$ cat src/rtl/upcount_pkg.sv
// Shared definitions for the up-counter command sequencer: default widths and
// the sequencer state encoding.
package upcount_pkg;

  localparam int WIDTH_DEF = 4;
  localparam int LEN_W_DEF = 8;

  typedef enum logic [2:0] {
    ST_IDLE  = 3'd0,
    ST_LOAD  = 3'd1,
    ST_CHECK = 3'd2,
    ST_RUN   = 3'd3,
    ST_DONE  = 3'd4
  } state_t;

  // Status flags that travel together and are reported alongside done.
  typedef struct packed {
    logic err;
    logic wrap;
    logic aborted;
  } status_t;

endpackage

$ cat src/rtl/upcount_runlen.sv
// Loadable run-length down-counter. Saturates at zero so a stray decrement
// can never wrap it around.
import upcount_pkg::*;

module upcount_runlen #(
  parameter int LEN_W = LEN_W_DEF
) (
  input  logic             Clock,
  input  logic             Resetn,
  input  logic             load,
  input  logic             dec,
  input  logic [LEN_W-1:0] din,
  output logic [LEN_W-1:0] cnt,
  output logic             zero,
  output logic             last
);

  always_ff @(posedge Clock) begin
    if (!Resetn) begin
      cnt <= '0;
    end else if (load) begin
      cnt <= din;
    end else if (dec && (cnt != '0)) begin
      cnt <= cnt - 1'b1;
    end
  end

  // last marks the final enabled cycle of a run.
  assign zero = (cnt == '0);
  assign last = (cnt == LEN_W'(1));

endmodule

$ cat src/rtl/upcount_seq.sv
// Command sequencer for the loadable up-counter: load once, enable for len
// cycles, then verify the counter's load and final value and report status.
import upcount_pkg::*;

module upcount_seq #(
  parameter int WIDTH = WIDTH_DEF,
  parameter int LEN_W = LEN_W_DEF
) (
  input  logic             Clock,
  input  logic             Resetn,
  // Handshake: a command transfers on a posedge where cmd_valid and cmd_ready
  // are both high; cmd_ready is high only in IDLE and never depends on inputs.
  input  logic             cmd_valid,
  output logic             cmd_ready,
  input  logic [WIDTH-1:0] cmd_start,
  input  logic [LEN_W-1:0] cmd_len,
  input  logic             abort,
  input  logic [WIDTH-1:0] Q,
  output logic [WIDTH-1:0] R,
  output logic             L,
  output logic             E,
  output logic             busy,
  output logic             done,
  output logic             err,
  output logic             wrap,
  output logic             aborted,
  output logic [WIDTH-1:0] q_final,
  output logic [2:0]       dbg_state
);

  state_t           state, state_nxt;
  logic [WIDTH-1:0] start_q;
  logic [LEN_W-1:0] len_q;
  logic [WIDTH-1:0] qf_r;
  logic [WIDTH-1:0] target;
  status_t          stat_r;
  logic             accept;
  logic             load_bad;
  logic             final_bad;
  logic             run_load;
  logic             run_dec;
  logic [LEN_W-1:0] run_cnt;
  logic             run_zero;
  logic             run_last;

  assign accept   = (state == ST_IDLE) && cmd_valid;
  assign load_bad = (Q != start_q);
  assign target   = start_q + WIDTH'(len_q);
  assign run_load = (state == ST_CHECK);
  assign run_dec  = (state == ST_RUN);

  upcount_runlen #(.LEN_W(LEN_W)) u_runlen (
    .Clock  (Clock),
    .Resetn (Resetn),
    .load   (run_load),
    .dec    (run_dec),
    .din    (len_q),
    .cnt    (run_cnt),
    .zero   (run_zero),
    .last   (run_last)
  );

  // State register
  always_ff @(posedge Clock) begin
    if (!Resetn) begin
      state <= ST_IDLE;
    end else begin
      state <= state_nxt;
    end
  end

  // Next-state logic
  always_comb begin
    state_nxt = state;
    case (state)
      ST_IDLE:  if (cmd_valid) state_nxt = ST_LOAD;
      ST_LOAD:  state_nxt = abort ? ST_DONE : ST_CHECK;
      ST_CHECK: begin
        if (abort || load_bad || (len_q == '0)) state_nxt = ST_DONE;
        else                                   state_nxt = ST_RUN;
      end
      ST_RUN:   if (abort || run_last || run_zero) state_nxt = ST_DONE;
      ST_DONE:  state_nxt = ST_IDLE;
      default:  state_nxt = ST_IDLE;
    endcase
  end

  // Moore outputs decoded from the state flops only
  always_comb begin
    L         = (state == ST_LOAD);
    E         = (state == ST_RUN);
    R         = (state == ST_LOAD) ? start_q : '0;
    busy      = (state != ST_IDLE);
    cmd_ready = (state == ST_IDLE);
    done      = (state == ST_DONE);
    dbg_state = state;
  end

  // The final value is only meaningful on an unaborted run whose load checked out.
  assign final_bad = (state == ST_DONE) && !stat_r.aborted && !stat_r.err && (Q != target);

  assign err     = stat_r.err | final_bad;
  assign wrap    = stat_r.wrap;
  assign aborted = stat_r.aborted;
  assign q_final = (state == ST_DONE) ? Q : qf_r;

  // Command capture, sticky flags and held results
  always_ff @(posedge Clock) begin
    if (!Resetn) begin
      start_q <= '0;
      len_q   <= '0;
      qf_r    <= '0;
      stat_r  <= '0;
    end else begin
      if (accept) begin
        start_q <= cmd_start;
        len_q   <= cmd_len;
        stat_r  <= '0;
      end
      if ((state == ST_LOAD || state == ST_CHECK || state == ST_RUN) && abort) begin
        stat_r.aborted <= 1'b1;
      end
      if (state == ST_CHECK && load_bad) begin
        stat_r.err <= 1'b1;
      end
      if (state == ST_RUN && (Q == '1)) begin
        stat_r.wrap <= 1'b1;
      end
      // Hold the reported values after the done pulse ends.
      if (state == ST_DONE) begin
        qf_r       <= Q;
        stat_r.err <= err;
      end
    end
  end

endmodule
$ cat config.mk
export PLATFORM = sky130hd
export DESIGN_NAME = upcount_seq
export DESIGN_NICKNAME = d
export VERILOG_FILES = /design/src/rtl/upcount_pkg.sv /design/src/rtl/upcount_runlen.sv /design/src/rtl/upcount_seq.sv
export SDC_FILE = /design/constraint.sdc
export NUM_CORES = 1
export LEC_CHECK = 0
export ABC_CLOCK_PERIOD_IN_PS = 2100
export BUFFER_PORTS_ARGS = -buffer_cell sky130_fd_sc_hd__buf_2
export CORE_MARGIN = 1
export CORE_UTILIZATION = 50
export CTS_BUF_LIST = sky130_fd_sc_hd__clkbuf_8
export CTS_CLUSTER_DIAMETER = 80
export DETAILED_ROUTE_END_ITERATION = 8
export PLACE_DENSITY = 0.78
export SETUP_SLACK_MARGIN = 0.5
export SYNTH_ARGS = -nofsm -noshare
export SYNTH_HDL_FRONTEND = slang
export SYNTH_HIERARCHICAL = 1
export SYNTH_SLANG_ARGS = --single-unit
$ cat constraint.sdc
create_clock -name Clock -period 2.1 [get_ports Clock]
set_input_delay 0.42 -clock Clock [delete_from_list [all_inputs] [get_ports Clock]]
set_output_delay 0.42 -clock Clock [all_outputs]
set_load 0.02 [all_outputs]
# Word level (Yosys, flattened, before mapping)
# Cells that the tools add are included.
# op_classes
n_addsub	2
eq_ne	10
n_mux	14
bitwise_logic	1
reduce_logical	26
# ops
cell	n
8-bit logical NOT	2
8-bit 2-to-1 mux	2
3-bit 2-to-1 mux	5
3-bit one-hot mux with 4 select lines	1
8-bit by 1-bit equality test with 1-bit output (second input constant)	1
1-bit logical AND	8
4-bit 2-to-1 mux	2
4-bit inequality test	2
8-bit nonzero test	1
8-bit by 1-bit subtractor with 8-bit output (second input constant)	1
3-bit by 2-bit equality test with 1-bit output (second input constant)	2
1-bit logical OR	6
2-bit nonzero test	3
3-bit nonzero test	2
4-bit adder	1
4-bit equality test (second input constant)	1
1-bit 2-to-1 mux	4
2-bit inequality test (second input constant)	2
3-bit by 1-bit equality test with 1-bit output (second input constant)	1
3-bit equality test (second input constant)	1
3-bit logical NOT	1
1-bit logical NOT	2
2-bit AND reduction	1
1-bit OR	1
# word_totals
ff_bits	30

# Longest topological paths before layout
# logic_depth
ltp_word	6
mapped_depth	7
depth_no_buf	7

# Hierarchy
# The synthesis kept the hierarchy.
# modules_own_cells
module	instances	cells_per_inst	area_per_inst_um2
upcount_seq	1	135	1161.1
upcount_runlen	1	62	521.8

# Worst setup path after synthesis
# No wires, ideal clock.
# synth_path
path_kind	reg-to-output
startpoint	register start_q[0]
endpoint	output port err
arrival_time_ns	1.744
t_required_ns	1.680
slack_ns	-0.064
path_stages_with_launch	8
cell_sequence	dfxtp_1 ha_1 inv_1 fa_1 xor2_1 a31oi_1 a211oi_1 nand2b_1
# synth_via
elab_chain_cells	4
# synth_lines
item	line_no	source
from (decl)	upcount_seq.sv:32	logic [WIDTH-1:0] start_q;
from (signal assigned)	upcount_seq.sv:116	start_q <= cmd_start;
4-bit adder	upcount_seq.sv:48	assign target = start_q + WIDTH'(len_q);
4-bit inequality test	upcount_seq.sv:100	assign final_bad = (state == ST_DONE) && !stat_r.aborted && !stat_r.err && (Q != target);
1-bit logical AND	upcount_seq.sv:100	
1-bit OR	upcount_seq.sv:102	assign err = stat_r.err | final_bad;
to (decl)	upcount_seq.sv:24	output logic err,
# No other way between the ends.

# Worst setup path after layout
# layout_path
startpoint	register len_q[0]
endpoint	output port err
# layout_via
elab_chain_cells	4
# layout_lines
item	line_no	source
from (decl)	upcount_seq.sv:33	logic [LEN_W-1:0] len_q;
from (signal assigned)	upcount_seq.sv:117	len_q <= cmd_len;
4-bit adder	upcount_seq.sv:48	
4-bit inequality test	upcount_seq.sv:100	
1-bit logical AND	upcount_seq.sv:100	
1-bit OR	upcount_seq.sv:102	
# No other way between the ends.

==> results.ini <==
[outcome]
status=complete, but fails checks
violations=setup timing

[global_route]
grt_pass1_wl_mm=7.62
grt_antenna_before_repair=0
grt_pass1_vias=1671
grt_max_degree=18
grt_overflow=0
grt_use_total_pct=29.5

[synth]
synth_mux_area_share_pct=3.27
yosysMostFrequentCell=dfxtp_1
yosys.area_share.simple_pct=24.5
synth_top_area_cell=dfxtp_1
syn_nets=224
synth_edf_count=0
synth.area.top_cells=dfxtp_1 (36%), a21oi_1 (7.1%), nand2_1 (6.2%)
netlist_top_cells_count=dfxtp_1 (30), nand2_1 (28), a21oi_1 (24)
synth-compound-area-share_pct=18.4
synth_ff_type=dfxtp_1
synthAdderAreaFrac_pct=5.65
seq_area_frac_synth_pct=35.7
async_flop_share_pct=0
syn_area_sq_mm=0.00168
ys.warnings.count=6
synth_seq_cells=30
syn_area_per_cell_sq_um=8.54
netlist_instances=197
ys_types=49
synth_top_family_by_area=simple AND/OR/NAND/NOR gates
synth_xor_area_share_pct=7.43
synth_top_area_share_pct=35.7

[critical_path]
cp_top_family=adder cells
reg2reg_from=len_q[0]
critPathBufInv=2
worst_setup_path_end_kind=primary output
arrival_ps=1980
r2r-end=stat_r[2]
rr_worst_depth=8
critPathKind=reg -> out
crit_fanout=2
path_cells=ha_4, inv_2, fa_1, xor2_1, a31oi_1, a211oi_2, nand2b_1, buf_2
cp.required_ps=1680
critPathLaunchType=flip-flop
reg2reg_slack_ps=340
cpMaxStageDelayCell=fa_1
slowest_delay_ps=490

[timing]
fmax_mhz=416
worstMarginPinSlew_ps=361
timing.final.crit_share_pct=115
clock_skew_ps=1.77
fin_crit_ps=2400
setup_ws_ps=-305
setup-tns-final_ps=-305
finalHoldViolations=0
rsz0062_at_grt=yes
finalMaxSlewViolations=0
maxSlewHeadroom_pct=75.7
holdWs_ps=362
setup-violations-final=1

[clocking]
cts_tree=done
clk_latency_ps=290
cts_made_buffers=5
cts.path.max_buffers=2
clkSinkCount=30
postCtsHoldBufs=0
clockRootBuffer=clkbuf_8
htreeDepth=2
path_clk_slew_ps=60

[route]
drt-initial-drc-count=93
antenna_left=0
wire_per_inst_microns=15.8
avgViaCountPerCell=5.54
num_vias=1713
totalWireLength_mm=4.87
route.detailed.drc=0
dr.pass1.iters=4

[place]
dpl.cell_count=286
gp_congestion=0.809
hpwl_mm=3.05
port_buffers=38
dpl_cell_area_sq_mm=0.00208

[power]
clock_power_share_pct=33.7
p_leak_uw=0.00104
power_frac_seq_pct=37.8
swShare_pct=29.9
p_int_uw=1190
combPwrFrac_pct=28.5
ir_drop_v=0.000516
switching_power_uw=508
powerDensity_mw_per_mm2=687

[worst_hold_path]
whs_path_depth=3
hp-class=in -> reg
worstHoldStart=cmd_len[3]
min_to=len_q[3]

[layout]
nets=291
area_growth_pct=46.5
final_cells=309
nFillCells=206
final_layout_size_suffix_gt1_share_pct=42.6
final_area_sq_mm=0.00247
n_antenna_cell=0

[die]
die_w_microns=60.0
die_area_sq_mm=0.00360
coreArea_sq_mm=0.00313
placementRows=20
start_util_pct=53.8
pin_count=39
die_height_microns=60.0

[job]
maxCapViolCount=0

==> power by group through the flow <==
stage | Sequential [uW] | Clock [uW] | Combinational, uW
after floorplan | 656 | 0 | 250
after global placement | 650 | 0 | 370
after detailed placement | 651 | 0 | 375
after CTS | 639 | 573 | 447
after global routing | 645 | 605 | 519
final | 642 | 571 | 483
==> metrics by stage <==
stage	utilization (%)	power (uW)	worst slack (ps)
2_1_floorplan	-	906	33.0
3_3_place_gp	66.5	1020	14.8
3_5_place_dp	66.5	1030	-22.1
4_1_cts	76.9	1660	-273
5_1_grt	78.8	1770	-396
6_report	78.8	1700	-305
==> metal layers <==
| metal | global-route usage, % | wire, microns | up-vias |
|---|---|---|---|
| li1 | - | - | 831 |
| met3 | 8.66 | 293 | 13 |
| met2 | 48.7 | 2450 | 73 |
| met1 | 34.7 | 2000 | 796 |
| met5 | 0 | 0 | - |
| met4 | 14.3 | 127 | 0 |
==> layout by cell type (no fill, tap or decap), types with 3 or more instances in the layout <==
cell | Yosys | layout
nand2_1 | 28 | 27
buf_2 | 2 | 25
a21oi_1 | 24 | 23
dfxtp_1 | 30 | 23
buf_6 | 1 | 22
buf_4 | 0 | 18
inv_1 | 13 | 10
xnor2_1 | 8 | 8
nor2_1 | 8 | 7
o21ai_0 | 7 | 7
dfxtp_2 | 0 | 6
inv_2 | 1 | 5
and2_4 | 0 | 5
clkbuf_8 | 0 | 5
mux2_4 | 0 | 4
a31oi_1 | 4 | 4
and2_1 | 8 | 4
ha_1 | 6 | 4
nor3b_4 | 0 | 3
nand4_1 | 3 | 3
nor4_1 | 4 | 3
==> state kept, by name, summed over array words and instances, names as in the netlist <==
register / cells
start_q: 4
u_runlen/cnt: 8
wrap: 1
dbg_state: 3
aborted: 1
stat_r: 1
len_q: 8
qf_r: 4
==> how the worst max path moves through the flow <==
stage / startpoint / endpoint / slack (ps) / cells past startpoint
3_5_place_dp: len_q[0] / err / -20 / 8
2_1_floorplan: len_q[0] / err / 30 / 7
4_1_cts: len_q[0] / err / -270 / 8
5_1_grt: len_q[0] / err / -400 / 8
3_3_place_gp: len_q[0] / err / 10 / 8
6_report: len_q[0] / err / -300 / 8
==> layout make-up <==
class	count	area (sq um)	share of cell area [%]
Tap cell	44	55.1	2.23
Clock inverter	3	37.5	1.52
Multi-Input combinational cell	147	1130	45.7
Sequential cell	30	612	24.8
Inverter	15	58.8	2.38
Timing Repair Buffer	65	508	20.6
Clock buffer	5	68.8	2.79
==> tightest hold or removal path, stage by stage <==
cell and delay [ps]:
buf_2 90, nand2_1 40, a21oi_1 50
==> cells by family (layout without fill, tap and decap cells) <==
group           count (synthesis)  in the layout
compound gates                 51             51
xor+xnor                       11             11
fa+ha+maj                       7              7
buf+inv                        20             88
flops                          30             30
mux                             5              5
simple gates                   73             73
==> repair_timing <==
action | in CTS | in global routing
setup buffers | 13 | 2
pin swaps | 9 | 9
gates cloned | 0 | 0
endpoints found under the setup margin | 24 | 33
resized for setup | 41 | 13
Power figures use the tool's default switching activity.
